**src/rtl/enable_reload_counter_if.sv**
```systemverilog
// enable_reload_counter_if: control and status bundle for enable_reload_counter.
// Rev 1.0
`default_nettype none

interface enable_reload_counter_if #(
    parameter int width = 8
);
    logic             enable_in;
    logic             syncreset;
    logic             wr_en;
    logic [width-1:0] wr_data;
    logic             underflow_out;
    logic             toggle_out;
    logic [width-1:0] count_value;
    logic             reloading;

    modport master (
        output enable_in, syncreset, wr_en, wr_data,
        input  underflow_out, toggle_out, count_value, reloading
    );

    modport slave (
        input  enable_in, syncreset, wr_en, wr_data,
        output underflow_out, toggle_out, count_value, reloading
    );
endinterface

`default_nettype wire

```
**src/rtl/enable_reload_counter.sv**
```systemverilog
// enable_reload_counter: period down-counter with reload delay, underflow pulse and toggle output.
// Rev 1.0
`default_nettype none

module enable_reload_counter #(
    parameter int width       = 8,
    parameter int reloaddelay = 3
) (
    input  wire                             clk,
    input  wire                             reset_n,
    enable_reload_counter_if.slave          bus
);

    localparam int DW = (reloaddelay > 1) ? $clog2(reloaddelay) : 1;
    localparam logic [DW-1:0] DLY_INIT = (reloaddelay > 0) ? DW'(reloaddelay - 1) : '0;
    localparam bit NO_DELAY = (reloaddelay == 0);

    typedef enum logic [0:0] {
        ST_COUNT  = 1'b0,
        ST_RELOAD = 1'b1
    } state_t;

    state_t           state;
    logic [width-1:0] per;
    logic [width-1:0] count;
    logic [DW-1:0]    dly;
    logic             underflow;
    logic             toggle;

    always_ff @(posedge clk) begin
        if (!reset_n) begin
            state     <= ST_COUNT;
            per       <= '0;
            count     <= '0;
            dly       <= '0;
            underflow <= 1'b0;
            toggle    <= 1'b0;
        end else if (bus.syncreset) begin
            // A write in the same cycle goes straight into the counter.
            if (bus.wr_en) begin
                per   <= bus.wr_data;
                count <= bus.wr_data;
            end else begin
                count <= per;
            end
            state     <= ST_COUNT;
            dly       <= '0;
            underflow <= 1'b0;
            toggle    <= 1'b0;
        end else begin
            underflow <= 1'b0;
            if (bus.wr_en) begin
                per <= bus.wr_data;
            end
            if (bus.enable_in) begin
                case (state)
                    ST_COUNT: begin
                        if (count != '0) begin
                            count <= count - width'(1);
                        end else begin
                            underflow <= 1'b1;
                            toggle    <= ~toggle;
                            if (NO_DELAY) begin
                                count <= per;
                            end else begin
                                state <= ST_RELOAD;
                                dly   <= DLY_INIT;
                            end
                        end
                    end
                    ST_RELOAD: begin
                        if (dly == '0) begin
                            count <= per;
                            state <= ST_COUNT;
                        end else begin
                            dly <= dly - DW'(1);
                        end
                    end
                    default: state <= ST_COUNT;
                endcase
            end
        end
    end

    assign bus.underflow_out = underflow;
    assign bus.toggle_out    = toggle;
    assign bus.count_value   = count;
    assign bus.reloading     = (state == ST_RELOAD);

endmodule

`default_nettype wire

```
**src/flat_wrapper.sv**
```systemverilog
// flat-port wrapper written by rule: the top's interface ports become plain ports
module enable_reload_counter_flat 
#(
    parameter int width       = 8,
    parameter int reloaddelay = 3
)
  (clk, reset_n, bus_enable_in, bus_syncreset, bus_wr_en, bus_wr_data, bus_underflow_out, bus_toggle_out, bus_count_value, bus_reloading);
  enable_reload_counter_if #(.width(width)) bus_i ();
  input  wire clk;
  input  wire reset_n;
  input wire logic [$bits(bus_i.enable_in)-1:0] bus_enable_in;
  input wire logic [$bits(bus_i.syncreset)-1:0] bus_syncreset;
  input wire logic [$bits(bus_i.wr_en)-1:0] bus_wr_en;
  input wire logic [$bits(bus_i.wr_data)-1:0] bus_wr_data;
  output wire logic [$bits(bus_i.underflow_out)-1:0] bus_underflow_out;
  output wire logic [$bits(bus_i.toggle_out)-1:0] bus_toggle_out;
  output wire logic [$bits(bus_i.count_value)-1:0] bus_count_value;
  output wire logic [$bits(bus_i.reloading)-1:0] bus_reloading;
  assign bus_i.enable_in = bus_enable_in;
  assign bus_i.syncreset = bus_syncreset;
  assign bus_i.wr_en = bus_wr_en;
  assign bus_i.wr_data = bus_wr_data;
  assign bus_underflow_out = bus_i.underflow_out;
  assign bus_toggle_out = bus_i.toggle_out;
  assign bus_count_value = bus_i.count_value;
  assign bus_reloading = bus_i.reloading;
  enable_reload_counter #(.width(width), .reloaddelay(reloaddelay)) u_core (.clk(clk), .reset_n(reset_n), .bus(bus_i));
endmodule
```
**config.mk**
```make
export PLATFORM = sky130hd
export DESIGN_NAME = enable_reload_counter_flat
export DESIGN_NICKNAME = d
export VERILOG_FILES = /design/src/rtl/enable_reload_counter_if.sv /design/src/rtl/enable_reload_counter.sv /design/src/flat_wrapper.sv
export SDC_FILE = /design/constraint.sdc
export NUM_CORES = 1
export LEC_CHECK = 0
export BUFFER_PORTS_ARGS = -buffer_cell sky130_fd_sc_hd__buf_2
export CORE_MARGIN = 2
export CORE_UTILIZATION = 40
export CTS_CLUSTER_DIAMETER = 150
export DETAILED_ROUTE_END_ITERATION = 8
export PLACE_DENSITY = 0.62
export SLEW_MARGIN = 5
export SYNTH_ARGS = -nofsm -noshare
export SYNTH_HDL_FRONTEND = slang
export SYNTH_SLANG_ARGS = --single-unit
```
**constraint.sdc**
```tcl
create_clock -name clk -period 2.38 [get_ports clk]
set_input_delay 0.714 -clock clk [delete_from_list [all_inputs] [get_ports clk]]
set_output_delay 0.714 -clock clk [all_outputs]
set_load 0.02 [all_outputs]
```
==> results of run 1 <==
## worst max-delay path: cells and delay by family, from the launching register on
family / cells / cell delay, ns
buffers and inverters: 2 / 0.33
adders and majority gates: 1 / 0.27
AOI/OAI and AO/OA: 3 / 0.78
and+or+nand+nor: 1 / 0.21
DFF: 1 / 0.38
## area by class of cell
class / instances / area, µm² / share of cell area
multi-input cells: 90 / 667 / 0.504
flip-flops and latches: 21 / 420 / 0.318
well taps: 31 / 38.8 / 0.0293
inverters: 11 / 41.3 / 0.0312
clock buffers: 4 / 26.3 / 0.0198
repair buffers: 25 / 130 / 0.0983
## final timing paths
| kind | start | to | slack (ns) | cells past startpoint |
|---|---|---|---|---|
| setup / recovery | u_core.bus.count_value[0] | u_core.bus.count_value[6] | 0.36 | 7 |
| hold / removal | u_core.dly[0] | u_core.dly[0] | 0.51 | 2 |
| setup reg to reg | u_core.bus.count_value[0] | u_core.bus.count_value[6] | 0.36 | 7 |
| hold reg to reg | u_core.dly[0] | u_core.dly[0] | 0.51 | 2 |
## cell usage in the layout (no fill, tap or decap), drive strengths merged, types with 2 or more instances in the layout
cell type / count
a211oi: 2
a21oi: 7
a221o: 2
a221oi: 2
a31oi: 3
and3: 2
buf: 25
clkbuf: 4
dfxtp: 21
ha: 2
inv: 11
mux2i: 9
nand2: 8
nand2b: 4
nand3: 4
nor2: 13
nor2b: 2
nor3b: 2
nor4: 2
o21ai: 4
o31ai: 4
o41ai: 2
xnor2: 4
## per-layer routing
layer  track usage  wire length, µm
met1         0.225             1280
met2         0.279             1330
met3        0.0268               99
met4        0.0598               53
met5             0                0
## where the power goes
| part | switching (W) | total [W] | leakage, nW | internal, W |
|---|---|---|---|---|
| Combinational | 0.000141 | 0.000251 | 0.383 | 0.000110 |
| Sequential | 0.0000309 | 0.000408 | 0.173 | 0.000377 |
| Clock | 0.000113 | 0.000178 | 0.0150 | 0.0000654 |
## flip-flops by register name (all words and copies together) (netlist names)
name,count
u_core.bus.count_value,8
u_core.bus.reloading,1
u_core.bus.toggle_out,1
u_core.bus.underflow_out,1
u_core.dly,2
u_core.per,8
## metrics by stage
| step | hold slack [ns] | instance area [µm²] | cells | setup slack, ns | power [W] |
|---|---|---|---|---|---|
| after floorplan | 0.454 | 1170 | 129 | 0.538 | 0.000605 |
| after global placement | 0.479 | 1300 | 178 | 0.446 | 0.000660 |
| after detailed placement | 0.488 | 1300 | 178 | 0.410 | 0.000665 |
| after CTS | 0.507 | 1320 | 182 | 0.370 | 0.000842 |
| after global routing | 0.546 | 1320 | 182 | 0.219 | 0.000882 |
| final | 0.505 | 1320 | 182 | 0.361 | 0.000837 |
## logic make-up after synthesis
group | Yosys count | share of synthesized area
DFF | 21 | 0.358
buffers and inverters | 18 | 0.0745
xor gates and xnor gates | 5 | 0.0373
and+or+nand+nor | 42 | 0.210
muxes | 9 | 0.0767
adders and majority gates | 2 | 0.0213
AOI/OAI and AO/OA | 32 | 0.223
==> flow_summary.json, run 1 <==
{
  "status": "finished clean",
  "drtIter0Drc": 38,
  "crit_path_end_kind": "flop",
  "port-buffer-count": 23,
  "cp_slowest_cell": "a211oi_2",
  "synthArstFlopShare": 0,
  "synth_most_common_cell": "dfxtp_1",
  "finalSetupViolCount": 0,
  "antenna_left": 0,
  "start_kind": "flop",
  "via_count": 1019,
  "drv_slew": 0,
  "dp_hpwl_um": 2040,
  "worstPathMaxFanout": 7,
  "post_drt_wl_per_cell_um": 15.2,
  "initial_core_util": 0.422,
  "critical_path_required_ns": 2.63,
  "core_area_mm2": 0.00278,
  "peakVddDrop_v": 0.000432,
  "grt_first_pass_wirelength_um": 4340,
  "cts_buffers": 3,
  "drive_gt1_frac": 0.278,
  "synth_area_leader_cell": "dfxtp_1",
  "die-area_mm2": 0.00339,
  "ys_seq_elements": 21,
  "cts-root-buf": "clkbuf_4",
  "synth.avg_cell_area_um2": 9.11,
  "diodes": 0,
  "fin_skew_ns": 0.00881,
  "hold_class": "flop to flop",
  "grt_max_degree": 18,
  "cts_resized": 0,
  "p_per_area_mw_per_mm2": 632,
  "yosys_warnings": 0,
  "final_core_util": 0.476,
  "path_cells": "inv_1 > ha_1 > nor4b_2 > a211oi_2 > buf_4 > o31ai_1 > a31oi_1",
  "nets": 167,
  "netlist_area_mm2": 0.00117,
  "synth_edf_count": 0,
  "crit_arrival_ns": 2.26,
  "avgViaCountPerCell": 5.60,
  "fmax_mhz": 495,
  "groute.usage.overall": 0.170,
  "crit_type": "flop to flop",
  "cts_sinks": 21,
  "cts_buffer_depth": 2,
  "synthCells": 129,
  "synthFlopType": "dfxtp_1",
  "holdBufCountCts": 0,
  "yosysSeqAreaShare": 0.358,
  "area_growth_pct": 12.7,
  "grt_pass1_vias": 956,
  "finalHoldViolCount": 0,
  "synth_cell_type_count": 42,
  "critical_path.max_stage_delay_ns": 0.54,
  "num_io_pins": 24,
  "yosys.area.top_type_share": 0.358,
  "cap_violations": 0,
  "synthTopCellsByArea": "dfxtp_1 (36%), mux2i_1 (7.7%), nor2_1 (3.8%)",
  "cts_setup_buffers": 0,
  "die_x_um": 58.2,
  "die_h_um": 58.2,
  "worst_slew_pin_slew_ns": 0.559,
  "yosys-top-cells-count": "dfxtp_1 (21), nor2_1 (12), inv_1 (11)",
  "h-tree-depth": 1,
  "drc_errors": 0,
  "fill_cells": 274,
  "syn-num-nets": 144,
  "setup_tns_ns": 0,
  "power.leakage_nw": 0.571,
  "cts_tree": "yes",
  "first_pass_iters": 4,
  "routed_wl_um": 2760,
  "grt_antenna_before_repair": 0,
  "relSlewSlack": 0.627,
  "gp_congestion": 0.888,
  "min_period_ns": 2.02,
  "rsz0062_at_grt": "false",
  "num_rows": 19,
  "overflow": 0,
  "fin_crit_sh": 0.848,
  "clkTransAtPathRegs_ns": 0.12,
  "clkLatencyLatePin_ns": 0.31
}
No activity file was read; power rests on OpenSTA's default activity.
==> run 2, diff against run 1 <==
ABC_AREA = 1   (was not set)
PLACE_DENSITY = 0.64   (was 0.62)
clock period = 1.8 ns   (was 2.38 ns; I/O delays follow)
==> flow_summary.json, run 2 <==
{
  "cts_tree": "yes",
  "yosys.area.top_type_share": 0.339,
  "synthArstFlopShare": 0,
  "placed_cell_area_mm2": 0.00138,
  "antenna_left": 0,
  "synth_top_family_by_area": "simple AND/OR/NAND/NOR gates",
  "die_x_um": 59.7,
  "via_count": 1164,
  "start_kind": "flop",
  "final_area_mm2": 0.00141,
  "cap_violations": 0,
  "reg2reg_slack_ns": 0.41,
  "yosys_warnings": 0,
  "grt_busiest_layer": "met1",
  "crit_path_end_kind": "output port",
  "post_drt_wl_per_cell_um": 11.0,
  "synth_xor_area_frac": 0,
  "diodes": 0,
  "routed_wl_um": 2730,
  "worstPathMaxFanout": 9,
  "rsz0062_at_grt": "false",
  "met3_usage": 0.0260,
  "synth_most_common_cell": "nand2_1",
  "cts_buffer_depth": 2,
  "critical_path_buf_inv_count": 1,
  "fill_cells": 343,
  "cts_setup_buffers": 0,
  "yosysSeqAreaShare": 0.339,
  "grt_antenna_before_repair": 0,
  "area_growth_pct": 13.5,
  "initial_core_util": 0.413,
  "final_cell_mix": "nand2_1 (46), nor2_1 (31), inv_1 (23), buf_2 (23), dfxtp_1 (21)",
  "overflow": 0,
  "ys_seq_elements": 21,
  "layout_commonest_cell": "nand2_1",
  "cts_buffers": 3,
  "relSlewSlack": 0.786,
  "clkTransAtPathRegs_ns": 0.12,
  "crit_type": "flop to output port",
  "hold_class": "input port to flop",
  "nets": 230,
  "finalSetupViolCount": 0,
  "grt_util_met2": 0.216,
  "groute.usage.overall": 0.167,
  "synth_edf_count": 0,
  "peakVddDrop_v": 0.000435,
  "status": "finished clean",
  "synthCells": 190,
  "synthTopCellsByArea": "dfxtp_1 (34%), nand2_1 (14%), nor2_1 (9.4%)",
  "num_rows": 20,
  "grt_use_met1": 0.270,
  "cts_sinks": 21,
  "avgViaCountPerCell": 4.71,
  "finalHoldViolCount": 0,
  "num_io_pins": 24,
  "synth_area_leader_cell": "dfxtp_1",
  "crit_arrival_ns": 1.06,
  "port-buffer-count": 23,
  "cts-root-buf": "clkbuf_4",
  "fin_crit_sh": 0.890,
  "yosys.area_share.simple": 0.377,
  "clkLatencyLatePin_ns": 0.31,
  "critical_path_required_ns": 1.26,
  "cp_slowest_cell": "dfxtp_1",
  "grt_first_pass_wirelength_um": 4510,
  "fin_skew_ns": 0.00493,
  "cts_resized": 0,
  "setup_tns_ns": 0,
  "core_area_mm2": 0.00300,
  "drtIter0Drc": 55,
  "path_cells": "buf_2",
  "power.leakage_nw": 0.723,
  "muxShareOfSynthArea": 0.0161,
  "first_pass_iters": 4,
  "critical_path.max_stage_delay_ns": 0.52,
  "synth_cell_type_count": 28,
  "die_h_um": 59.7,
  "syn-num-nets": 205,
  "p_per_area_mw_per_mm2": 875,
  "h-tree-depth": 1,
  "fmax_mhz": 624,
  "synthFlopType": "dfxtp_1",
  "holdBufCountCts": 0,
  "synth_compound_area_frac": 0.130,
  "dp_hpwl_um": 2140,
  "grt_pass1_vias": 968,
  "min_period_ns": 1.60,
  "synthAdderAreaFrac": 0.0202,
  "synth.avg_cell_area_um2": 6.53,
  "drc_errors": 0,
  "drive_gt1_frac": 0.220,
  "die-area_mm2": 0.00356,
  "gp_congestion": 0.817,
  "grt_max_degree": 17,
  "crit_family": "flip-flops",
  "netlist_area_mm2": 0.00124,
  "yosys-top-cells-count": "nand2_1 (46), nor2_1 (31), inv_1 (23)",
  "worst_slew_pin_slew_ns": 0.320,
  "drv_slew": 0
}
run 2: cell count changes in the layout (fill, tap and decap cells not counted), moves of 4 or more:
| cell | change |
|---|---|
| o31ai_1 | -4 |
| inv_1 | +12 |
| xnor2_1 | -4 |
| nand3_1 | +8 |
| nand2_1 | +38 |
| mux2i_1 | -7 |
| nor2_1 | +19 |
| nand2b_1 | -4 |
| o21ai_1 | +8 |
| inv_2 | +5 |
| nand2_2 | +4 |
run 2: final timing paths:
kind / endpoint / start / depth (start not counted)
worst max-delay path: bus_reloading / u_core.bus.reloading / 1
worst min-delay path: u_core.bus.count_value[7] / reset_n / 3
worst max register to register: u_core.bus.count_value[5] / u_core.bus.count_value[1] / 9
worst min register to register: u_core.bus.toggle_out / u_core.bus.toggle_out / 2
run 2: where the power goes:
| group | internal (W) | leakage, nW | switching [W] |
|---|---|---|---|
| Combinational | 0.000166 | 0.532 | 0.000288 |
| Sequential | 0.000505 | 0.173 | 0.0000377 |
| Clock | 0.0000830 | 0.0177 | 0.000152 |
run 2: logic make-up after synthesis:
group,after synthesis
multiplexers,2
adder cells (fa/ha/maj),2
flip-flops,21
AND/OR/NAND/NOR,103
AO/OA/AOI/OAI,28
buffers and inverters,34
run 2: per-stage QoR:
step           hold WS (ns)  cells  total power (W)  setup WS [ns]   util
6_report              0.433    247          0.00123          0.199  0.469
2_1_floorplan         0.455    190         0.000896          0.300      -
3_5_place_dp          0.456    243          0.00101          0.261  0.460
3_3_place_gp          0.454    243          0.00101          0.300  0.460
4_1_cts               0.423    247          0.00125          0.173  0.469
5_1_grt               0.436    247          0.00134          0.115  0.469
run 2: routing by layer:
metal  wire (µm)  vias up
li1            -      643
met1        1500      500
met2        1110       17
met3          80        4
met4          28        0
met5           0        -
run 2: layout make-up:
class	count	area, µm²	share of cell area
Clock inverter	1	5.00	0.00356
Timing Repair Buffer	25	130	0.0924
Clock buffer	3	22.5	0.0160
Inverter	29	114	0.0809
Sequential cell	21	420	0.299
Multi-Input combinational cell	135	674	0.479
Tap cell	33	41.3	0.0293
